## config.mk

```make
export PLATFORM = sky130hd
export DESIGN_NAME = acc_seq_ctrl_flat
export DESIGN_NICKNAME = d
export VERILOG_FILES = /design/src/rtl/acc_seq_if.sv /design/src/rtl/acc_seq_ctrl.sv /design/src/flat_wrapper.sv
export SDC_FILE = /design/constraint.sdc
export NUM_CORES = 1
export LEC_CHECK = 0
export CORE_AREA = 4 4 66 68
export DETAILED_ROUTE_END_ITERATION = 10
export DIE_AREA = 0 0 70 72
export GPL_TIMING_DRIVEN = 0
export PLACE_DENSITY = 0.68
export SYNTH_ARGS = -nofsm -noshare
export SYNTH_HDL_FRONTEND = slang
export SYNTH_SLANG_ARGS = --single-unit
```

## constraint.sdc

```tcl
create_clock -name clk -period 1.8 [get_ports clk]
set_clock_uncertainty 0.1 [all_clocks]
set_input_delay 0.54 -clock clk [delete_from_list [all_inputs] [get_ports clk]]
set_output_delay 0.54 -clock clk [all_outputs]
set_load 0.01 [all_outputs]
```

## src/rtl/acc_seq_if.sv

```systemverilog
// acc_seq_if -- command, ALU and status bundle for acc_seq_ctrl.
//   slave  : the controller side (acc_seq_ctrl)
//   master : the side that issues commands and supplies the combinational ALU
// Signals:
//   cmd_valid/cmd_ready/cmd_op[2:0]/cmd_data[3:0]  command handshake
//   alu_a/alu_b/alu_ctrl[3:0] -> ALU ; alu_result[3:0]/alu_ovr/alu_zero <- ALU
//   acc[3:0], ovr_flag, zero_flag                   architectural state
//   busy, done                                      progress / completion pulse
interface acc_seq_if;
  logic       cmd_valid;
  logic       cmd_ready;
  logic [2:0] cmd_op;
  logic [3:0] cmd_data;
  logic [3:0] alu_a;
  logic [3:0] alu_b;
  logic [3:0] alu_ctrl;
  logic [3:0] alu_result;
  logic       alu_ovr;
  logic       alu_zero;
  logic [3:0] acc;
  logic       ovr_flag;
  logic       zero_flag;
  logic       busy;
  logic       done;

  modport slave (
    input  cmd_valid, cmd_op, cmd_data, alu_result, alu_ovr, alu_zero,
    output cmd_ready, alu_a, alu_b, alu_ctrl, acc, ovr_flag, zero_flag, busy, done
  );

  modport master (
    output cmd_valid, cmd_op, cmd_data, alu_result, alu_ovr, alu_zero,
    input  cmd_ready, alu_a, alu_b, alu_ctrl, acc, ovr_flag, zero_flag, busy, done
  );
endinterface

```

## src/rtl/acc_seq_ctrl.sv

```systemverilog
// acc_seq_ctrl -- 4-bit accumulator sequencer driving an external
// combinational ALU. Single ops take one EXEC cycle; MUL is done by
// repeated ALU ADDs (operand+1 cycles including the write-back cycle).
// Ports:
//   clk   : clock, rising edge
//   rst_n : synchronous active-low reset
//   bus   : acc_seq_if.slave (command handshake, ALU drive/return, status)
module acc_seq_ctrl (
  input  logic       clk,
  input  logic       rst_n,
  acc_seq_if.slave   bus
);

  typedef enum logic [1:0] {IDLE, EXEC, MUL} state_t;

  localparam logic [2:0] OP_LOAD = 3'b000;
  localparam logic [2:0] OP_AND  = 3'b001;
  localparam logic [2:0] OP_OR   = 3'b010;
  localparam logic [2:0] OP_ADD  = 3'b011;
  localparam logic [2:0] OP_SUB  = 3'b100;
  localparam logic [2:0] OP_SLT  = 3'b101;
  localparam logic [2:0] OP_NOR  = 3'b110;
  localparam logic [2:0] OP_MUL  = 3'b111;

  localparam logic [3:0] CTRL_AND = 4'b0000;
  localparam logic [3:0] CTRL_OR  = 4'b0001;
  localparam logic [3:0] CTRL_ADD = 4'b0010;
  localparam logic [3:0] CTRL_SUB = 4'b0110;
  localparam logic [3:0] CTRL_SLT = 4'b0111;
  localparam logic [3:0] CTRL_NOR = 4'b1100;

  state_t     state_q, state_d;
  logic [2:0] op_q, op_d;
  logic [3:0] opnd_q, opnd_d;
  logic [3:0] acc_q, acc_d;
  logic       ovr_q, ovr_d;
  logic       zero_q, zero_d;
  logic       done_q, done_d;
  logic [3:0] prod_q, prod_d;
  logic [3:0] cnt_q, cnt_d;
  logic       sticky_q, sticky_d;

  logic [3:0] alu_a, alu_b, alu_ctrl;

  // alu_zero is reserved; zero_flag is derived locally from the written value
  logic unused_alu_zero;
  assign unused_alu_zero = bus.alu_zero;

  function automatic logic [3:0] op2ctrl(input logic [2:0] op);
    case (op)
      OP_AND:  op2ctrl = CTRL_AND;
      OP_OR:   op2ctrl = CTRL_OR;
      OP_ADD:  op2ctrl = CTRL_ADD;
      OP_SUB:  op2ctrl = CTRL_SUB;
      OP_SLT:  op2ctrl = CTRL_SLT;
      OP_NOR:  op2ctrl = CTRL_NOR;
      default: op2ctrl = 4'b0000;
    endcase
  endfunction

  always_comb begin
    state_d  = state_q;
    op_d     = op_q;
    opnd_d   = opnd_q;
    acc_d    = acc_q;
    ovr_d    = ovr_q;
    zero_d   = zero_q;
    done_d   = 1'b0;
    prod_d   = prod_q;
    cnt_d    = cnt_q;
    sticky_d = sticky_q;
    alu_a    = 4'd0;
    alu_b    = 4'd0;
    alu_ctrl = 4'b0000;

    case (state_q)
      IDLE: begin
        if (bus.cmd_valid) begin
          op_d   = bus.cmd_op;
          opnd_d = bus.cmd_data;
          if (bus.cmd_op == OP_MUL) begin
            state_d  = MUL;
            prod_d   = 4'd0;
            cnt_d    = bus.cmd_data;
            sticky_d = 1'b0;
          end else begin
            state_d = EXEC;
          end
        end
      end

      EXEC: begin
        state_d = IDLE;
        done_d  = 1'b1;
        if (op_q == OP_LOAD) begin
          acc_d  = opnd_q;
          ovr_d  = 1'b0;
          zero_d = (opnd_q == 4'd0);
        end else begin
          alu_a    = acc_q;
          alu_b    = opnd_q;
          alu_ctrl = op2ctrl(op_q);
          acc_d    = bus.alu_result;
          ovr_d    = bus.alu_ovr;
          zero_d   = (bus.alu_result == 4'd0);
        end
      end

      MUL: begin
        if (cnt_q != 4'd0) begin
          // one partial sum per cycle: prod += acc, carry folded into sticky
          alu_a    = prod_q;
          alu_b    = acc_q;
          alu_ctrl = CTRL_ADD;
          prod_d   = bus.alu_result;
          sticky_d = sticky_q | bus.alu_ovr;
          cnt_d    = cnt_q - 4'd1;
        end else begin
          state_d = IDLE;
          done_d  = 1'b1;
          acc_d   = prod_q;
          ovr_d   = sticky_q;
          zero_d  = (prod_q == 4'd0);
        end
      end

      default: state_d = IDLE;
    endcase
  end

  always_ff @(posedge clk) begin
    if (!rst_n) begin
      state_q  <= IDLE;
      op_q     <= 3'd0;
      opnd_q   <= 4'd0;
      acc_q    <= 4'd0;
      ovr_q    <= 1'b0;
      zero_q   <= 1'b1;
      done_q   <= 1'b0;
      prod_q   <= 4'd0;
      cnt_q    <= 4'd0;
      sticky_q <= 1'b0;
    end else begin
      state_q  <= state_d;
      op_q     <= op_d;
      opnd_q   <= opnd_d;
      acc_q    <= acc_d;
      ovr_q    <= ovr_d;
      zero_q   <= zero_d;
      done_q   <= done_d;
      prod_q   <= prod_d;
      cnt_q    <= cnt_d;
      sticky_q <= sticky_d;
    end
  end

  assign bus.cmd_ready = (state_q == IDLE);
  assign bus.busy      = (state_q != IDLE);
  assign bus.done      = done_q;
  assign bus.acc       = acc_q;
  assign bus.ovr_flag  = ovr_q;
  assign bus.zero_flag = zero_q;
  assign bus.alu_a     = alu_a;
  assign bus.alu_b     = alu_b;
  assign bus.alu_ctrl  = alu_ctrl;

endmodule

```

## src/flat_wrapper.sv

```systemverilog
// flat-port wrapper written by rule: the top's interface ports become plain ports
module acc_seq_ctrl_flat 
  (clk, rst_n, bus_cmd_valid, bus_cmd_op, bus_cmd_data, bus_alu_result, bus_alu_ovr, bus_alu_zero, bus_cmd_ready, bus_alu_a, bus_alu_b, bus_alu_ctrl, bus_acc, bus_ovr_flag, bus_zero_flag, bus_busy, bus_done);
  acc_seq_if bus_i ();
  input  logic clk;
  input  logic rst_n;
  input wire logic [$bits(bus_i.cmd_valid)-1:0] bus_cmd_valid;
  input wire logic [$bits(bus_i.cmd_op)-1:0] bus_cmd_op;
  input wire logic [$bits(bus_i.cmd_data)-1:0] bus_cmd_data;
  input wire logic [$bits(bus_i.alu_result)-1:0] bus_alu_result;
  input wire logic [$bits(bus_i.alu_ovr)-1:0] bus_alu_ovr;
  input wire logic [$bits(bus_i.alu_zero)-1:0] bus_alu_zero;
  output wire logic [$bits(bus_i.cmd_ready)-1:0] bus_cmd_ready;
  output wire logic [$bits(bus_i.alu_a)-1:0] bus_alu_a;
  output wire logic [$bits(bus_i.alu_b)-1:0] bus_alu_b;
  output wire logic [$bits(bus_i.alu_ctrl)-1:0] bus_alu_ctrl;
  output wire logic [$bits(bus_i.acc)-1:0] bus_acc;
  output wire logic [$bits(bus_i.ovr_flag)-1:0] bus_ovr_flag;
  output wire logic [$bits(bus_i.zero_flag)-1:0] bus_zero_flag;
  output wire logic [$bits(bus_i.busy)-1:0] bus_busy;
  output wire logic [$bits(bus_i.done)-1:0] bus_done;
  assign bus_i.cmd_valid = bus_cmd_valid;
  assign bus_i.cmd_op = bus_cmd_op;
  assign bus_i.cmd_data = bus_cmd_data;
  assign bus_i.alu_result = bus_alu_result;
  assign bus_i.alu_ovr = bus_alu_ovr;
  assign bus_i.alu_zero = bus_alu_zero;
  assign bus_cmd_ready = bus_i.cmd_ready;
  assign bus_alu_a = bus_i.alu_a;
  assign bus_alu_b = bus_i.alu_b;
  assign bus_alu_ctrl = bus_i.alu_ctrl;
  assign bus_acc = bus_i.acc;
  assign bus_ovr_flag = bus_i.ovr_flag;
  assign bus_zero_flag = bus_i.zero_flag;
  assign bus_busy = bus_i.busy;
  assign bus_done = bus_i.done;
  acc_seq_ctrl u_core (.clk(clk), .rst_n(rst_n), .bus(bus_i));
endmodule
```

### Word level (Yosys, flattened, before mapping)

Cells that the tools add are included.

| storage, ports and cells | value |
|---|---|
| register bits after elaboration | 25 |
| input port bits | 16 |
| output and inout port bits | 21 |
| logic and storage cells | 74 |

| cells by class | value |
|---|---|
| add/subtract/negate cells | 1 |
| eq/ne operators | 12 |
| multiplexer cells | 37 |
| bitwise gates (word level) | 1 |
| reduce and logical (&&, ||, !) cells | 13 |

Operators with widths:

| kind | count |
|---|---|
| $mux 4 | 13 |
| $pmux 4 s2 | 6 |
| $pmux 4 s5 | 1 |
| $eq 3x3->1 const B | 4 |
| $logic_not 4->1 | 3 |
| $mux 1 | 8 |
| $mux 2 | 4 |
| $pmux 1 s2 | 4 |
| $eq 3x2->1 const B | 2 |
| $reduce_and 2->1 | 3 |
| $reduce_bool 2->1 | 3 |
| $ne 2x1->1 const B | 2 |
| $ne 2x2->1 const B | 2 |
| $pmux 2 s2 | 1 |
| $reduce_and 4->1 | 1 |
| $reduce_bool 4->1 | 1 |
| $sub 4x1->4 const B | 1 |
| $logic_not 3->1 | 1 |
| $eq 2x1->1 const B | 1 |
| $eq 2x2->1 const B | 1 |
| $logic_not 2->1 | 1 |
| $or 1x1->1 | 1 |

### Logic depth before layout (Yosys ltp)

| depth | value |
|---|---|
| word-level depth | 4 |
| depth in mapped cells | 8 |
| mapped depth without buffers | 6 |

### Least setup slack after synthesis

OpenSTA, ideal clock, no wires.

| timing path | value |
|---|---|
| path type | reg-to-output |
| start | reg u_core.cnt_q[0] |
| end | out bus_alu_a[0] |
| arrival | 1.352 ns |
| required time | 1.160 ns |
| setup slack | -0.192 ns |
| stages on the path, launching flop included | 8 |
| buffers on the path | 1 |
| cell sequence | dfxtp_1 > inv_1 > ha_1 > nand2b_1 > o21a_1 > clkbuf_1 > a22oi_1 > nor2_1 |

| between the ends | value |
|---|---|
| word-level cells in the longest chain between the ends | 3 |

Ends and longest elaborated chain:

| element | RTL line | text |
|---|---|---|
| start, declared | acc_seq_ctrl.sv:40 | `logic [3:0] cnt_q, cnt_d;` |
| start signal, assigned | acc_seq_ctrl.sv:152 | `cnt_q <= cnt_d;` |
| $reduce_bool 4->1 | acc_seq_ctrl.sv:110 | `if (cnt_q != 4'd0) begin` |
| $mux 4 | acc_seq_ctrl.sv:110 |  |
| $pmux 4 s2 | acc_seq_ctrl.sv:76 | `case (state_q)` |
| end, declared | flat_wrapper.sv:14 | `output wire logic [$bits(bus_i.alu_a)-1:0] bus_alu_a;` |

Every way passes these cells.

### Worst setup path in the final report

| timing path | value |
|---|---|
| start | reg u_core.cnt_q[1] |
| end | out bus_alu_b[0] |

| between the ends | value |
|---|---|
| word-level cells in the longest chain between the ends | 3 |

Ends and longest elaborated chain:

| element | RTL line | text |
|---|---|---|
| $reduce_bool 4->1 | acc_seq_ctrl.sv:110 |  |
| $mux 4 | acc_seq_ctrl.sv:110 |  |
| $pmux 4 s2 | acc_seq_ctrl.sv:76 |  |
| end, declared | flat_wrapper.sv:15 | `output wire logic [$bits(bus_i.alu_b)-1:0] bus_alu_b;` |

Every way passes these cells.

==> flow_metrics.tcl <==
set metrics [dict create \
    crit_slowest_cell "dfxtp_2" \
    synthMuxAreaShare_pct 5.04 \
    finalCritPeriodShare_pct 121 \
    synth_compound_area_share_pct 26.9 \
    cp_top_family "flip-flops" \
    core-area_mm2 0.00386 \
    syn_area_per_cell_um2 8.18 \
    synthSimpleGateAreaFrac_pct 23.2 \
    synth_fa_ha_area_share_pct 3.42 \
    start_kind "flop" \
    finalHoldViolations 0 \
    ys_seq_elements 25 \
    synth_edf_count 0 \
    status "finished, violations left" \
    max_freq_mhz 458 \
    clock_latency_ns 0.28 \
    worstPathArrival_ns 1.54 \
    grt_start_max_net_pins 16 \
    nets 264 \
    crit_fanout 5 \
    p_leak_nw 0.972 \
    dieArea_mm2 0.00504 \
    rows 23 \
    postSynthCellCount 179 \
    synth_top_family_by_area "compound AO/OA/AOI/OAI gates" \
    route.antenna.remaining_nets 0 \
    vias_per_cell 5.38 \
    first_iter_violations 69 \
    synth-xor-area-share_pct 0 \
    clockBufferDepth 2 \
    failed_checks "setup timing" \
    drtPass1Iterations 4 \
    die_h_um 72 \
    final_cell_mix "25 x nand2_1, 21 x buf_4, 15 x dfxtp_1" \
    maxSlewHeadroom_pct 69.7 \
    layout_commonest_cell "nand2_1" \
    n_antenna_cell 0 \
    routedWlPerCell_um 15.3 \
    synth_cell_types 44 \
    min_period_ns 2.18 \
    io_pins 37 \
    grt_pass1_vias 1448 \
    clk_pin_slew_worst_paths_ns 0.09 \
    gp_congestion 0.812 \
    num-fill-cells 350 \
    yosysSeqAreaShare_pct 34.2 \
    path_buf_inv 3 \
    hold_class "reg2reg" \
    drv_slew 0 \
    drc 0 \
    cts.sinks 25 \
    drive_gt1_share_pct 43.2 \
    crit_chain "inv_2, ha_4, nand2b_4, o21a_4, buf_8, a22oi_2, nor2_1, buf_2" \
    dp_hpwl_um 2960 \
    yosys_warnings 0 \
    max_stage_delay_ns 0.34 \
    via_count 1577 \
    grt_pass1_wl_um 7220 \
    reg2reg_depth 8 \
    utilization_pct 60.1 \
    setup_ws_ns -0.384 \
    ir_drop_mv 0.352 \
    worst_pin_slew_ns 0.455 \
    grt_overflow_total 0 \
    grt_usage_pct 17.6 \
    hold_buffers 0 \
    async_reset_ff_share_pct 0 \
    ys.flop_type "dfxtp_1" \
    synth_nets 199 \
    worstSetupPathDepth 8 \
    power_per_cell_area_mw_per_mm2 571 \
    root_buffer "clkbuf_8" \
    crit_type "reg2out" \
    whs_ns 0.380 \
    floorplan.initialDensity_pct 38.0 \
    setup_viol 12 \
    die_width_um 70 \
    cts_tree "built" \
    cp.required_ns 1.16 \
    htree_levels 1 \
    area_delta_synth_final_pct 58.2 \
    portBuffers 35 \
    synth_area_mm2 0.00146 \
    endpoint_kind "primary output" \
    cap_violations 0 \
    numCtsBuffers 3 \
    grt_setup_unrepaired "true" \
    hold-path-cell-count 2 \
    finalWirelength_um 4480 \
    antenna_found_initial 0 \
]
[synthesized netlist by cell type (all sizes together) (2+ instances only)]
master	instances	area share [%]
dfxtp	25	34
o211ai	4	2.1
nor4	2	0.85
o21a	2	1.0
or3	2	0.85
ha	4	3.4
nand2	27	7.4
o21ai	8	2.7
a21oi	14	4.8
o22ai	3	1.7
mux2	3	2.3
a22oi	8	4.1
a32o	4	3.1
and3	2	0.94
clkbuf	5	1.3
inv	10	2.6
nor2	14	3.6
o2111ai	3	1.8
nand2b	8	3.6
mux2i	4	2.7
a211oi	2	1.4
buf	7	3.4
nor3	6	2.8
[cell type report]
type	count	area (µm²)	area share [%]
clock inverters	1	7.51	0.324
well taps	50	62.6	2.70
multi-input cells	132	1020	44.2
repair buffers	62	538	23.2
clock buffers	3	41.3	1.78
repair inverters	1	6.26	0.270
plain buffers	9	65.1	2.81
flip-flops and latches	25	518	22.4
inverters	10	52.6	2.27
[worst paths after layout]
check                         start                    to  slack [ns]
setup / recovery    u_core.cnt_q[1]          bus_alu_b[0]       -0.38
hold / removal      u_core.cnt_q[1]       u_core.cnt_q[1]        0.38
setup reg to reg  u_core.state_q[0]  u_core.bus.zero_flag        0.04
hold reg to reg     u_core.cnt_q[1]       u_core.cnt_q[1]        0.38
[worst reg2reg max path, cell delays in order, from the launching register on]
cell and delay, ns:
dfxtp_4 0.37, inv_4 0.07, ha_4 0.14, buf_6 0.11, and4bb_2 0.28, nand2b_4 0.14, buf_6 0.13, mux2i_1 0.19
o211ai_1 0.11
[report_power, final]
| group | internal (mW) | switching, mW |
|---|---|---|
| combinational | 0.184 | 0.176 |
| clock | 0.157 | 0.198 |
| sequential | 0.579 | 0.0287 |
[routing by layer]
layer	global-route usage (%)	vias up	share of wire, %
met1	23.9	745	45
met4	4.47	0	1.4
met3	2.49	6	4.4
met2	29.5	50	49
li1	-	776	-
met5	0	-	0
[registers in the layout, summed over array words and instances (netlist names)]
name	count
u_core.bus.zero_flag	1
u_core.bus.acc	4
u_core.state_q	2
u_core.bus.done	1
u_core.op_q	3
u_core.opnd_q	4
u_core.sticky_q	1
u_core.prod_q	4
u_core.bus.ovr_flag	1
u_core.cnt_q	4
[cells by family after synthesis]
logic type	count (synthesis)
and+or+nand+nor	67
AOI/OAI and AO/OA	54
DFF	25
buffers and inverters	22
muxes	7
adders and majority gates	4
[through the flow]
step           setup TNS [ns]  instance area (µm²)  power, mW  worst slack [ns]  std cells
4_1_cts                 -4.09                 2180       1.30            -0.406        282
3_3_place_gp           -11.27                 1930      0.878            -0.616        264
6_report                -3.79                 2320       1.32            -0.384        293
2_1_floorplan        -0.00799                 1520      0.769          -0.00400        179
5_1_grt                 -4.79                 2320       1.39            -0.455        293
3_5_place_dp           -11.31                 1930      0.879            -0.614        264
[repair_timing]
action	in CTS	in global routing
hold endpoints to repair	0	0
endpoints found under the setup margin	26	21
gates cloned	2	0
setup buffers	14	12
gates resized for setup	99	18
pin swaps	18	8
No activity file was read; power rests on OpenSTA's default activity.
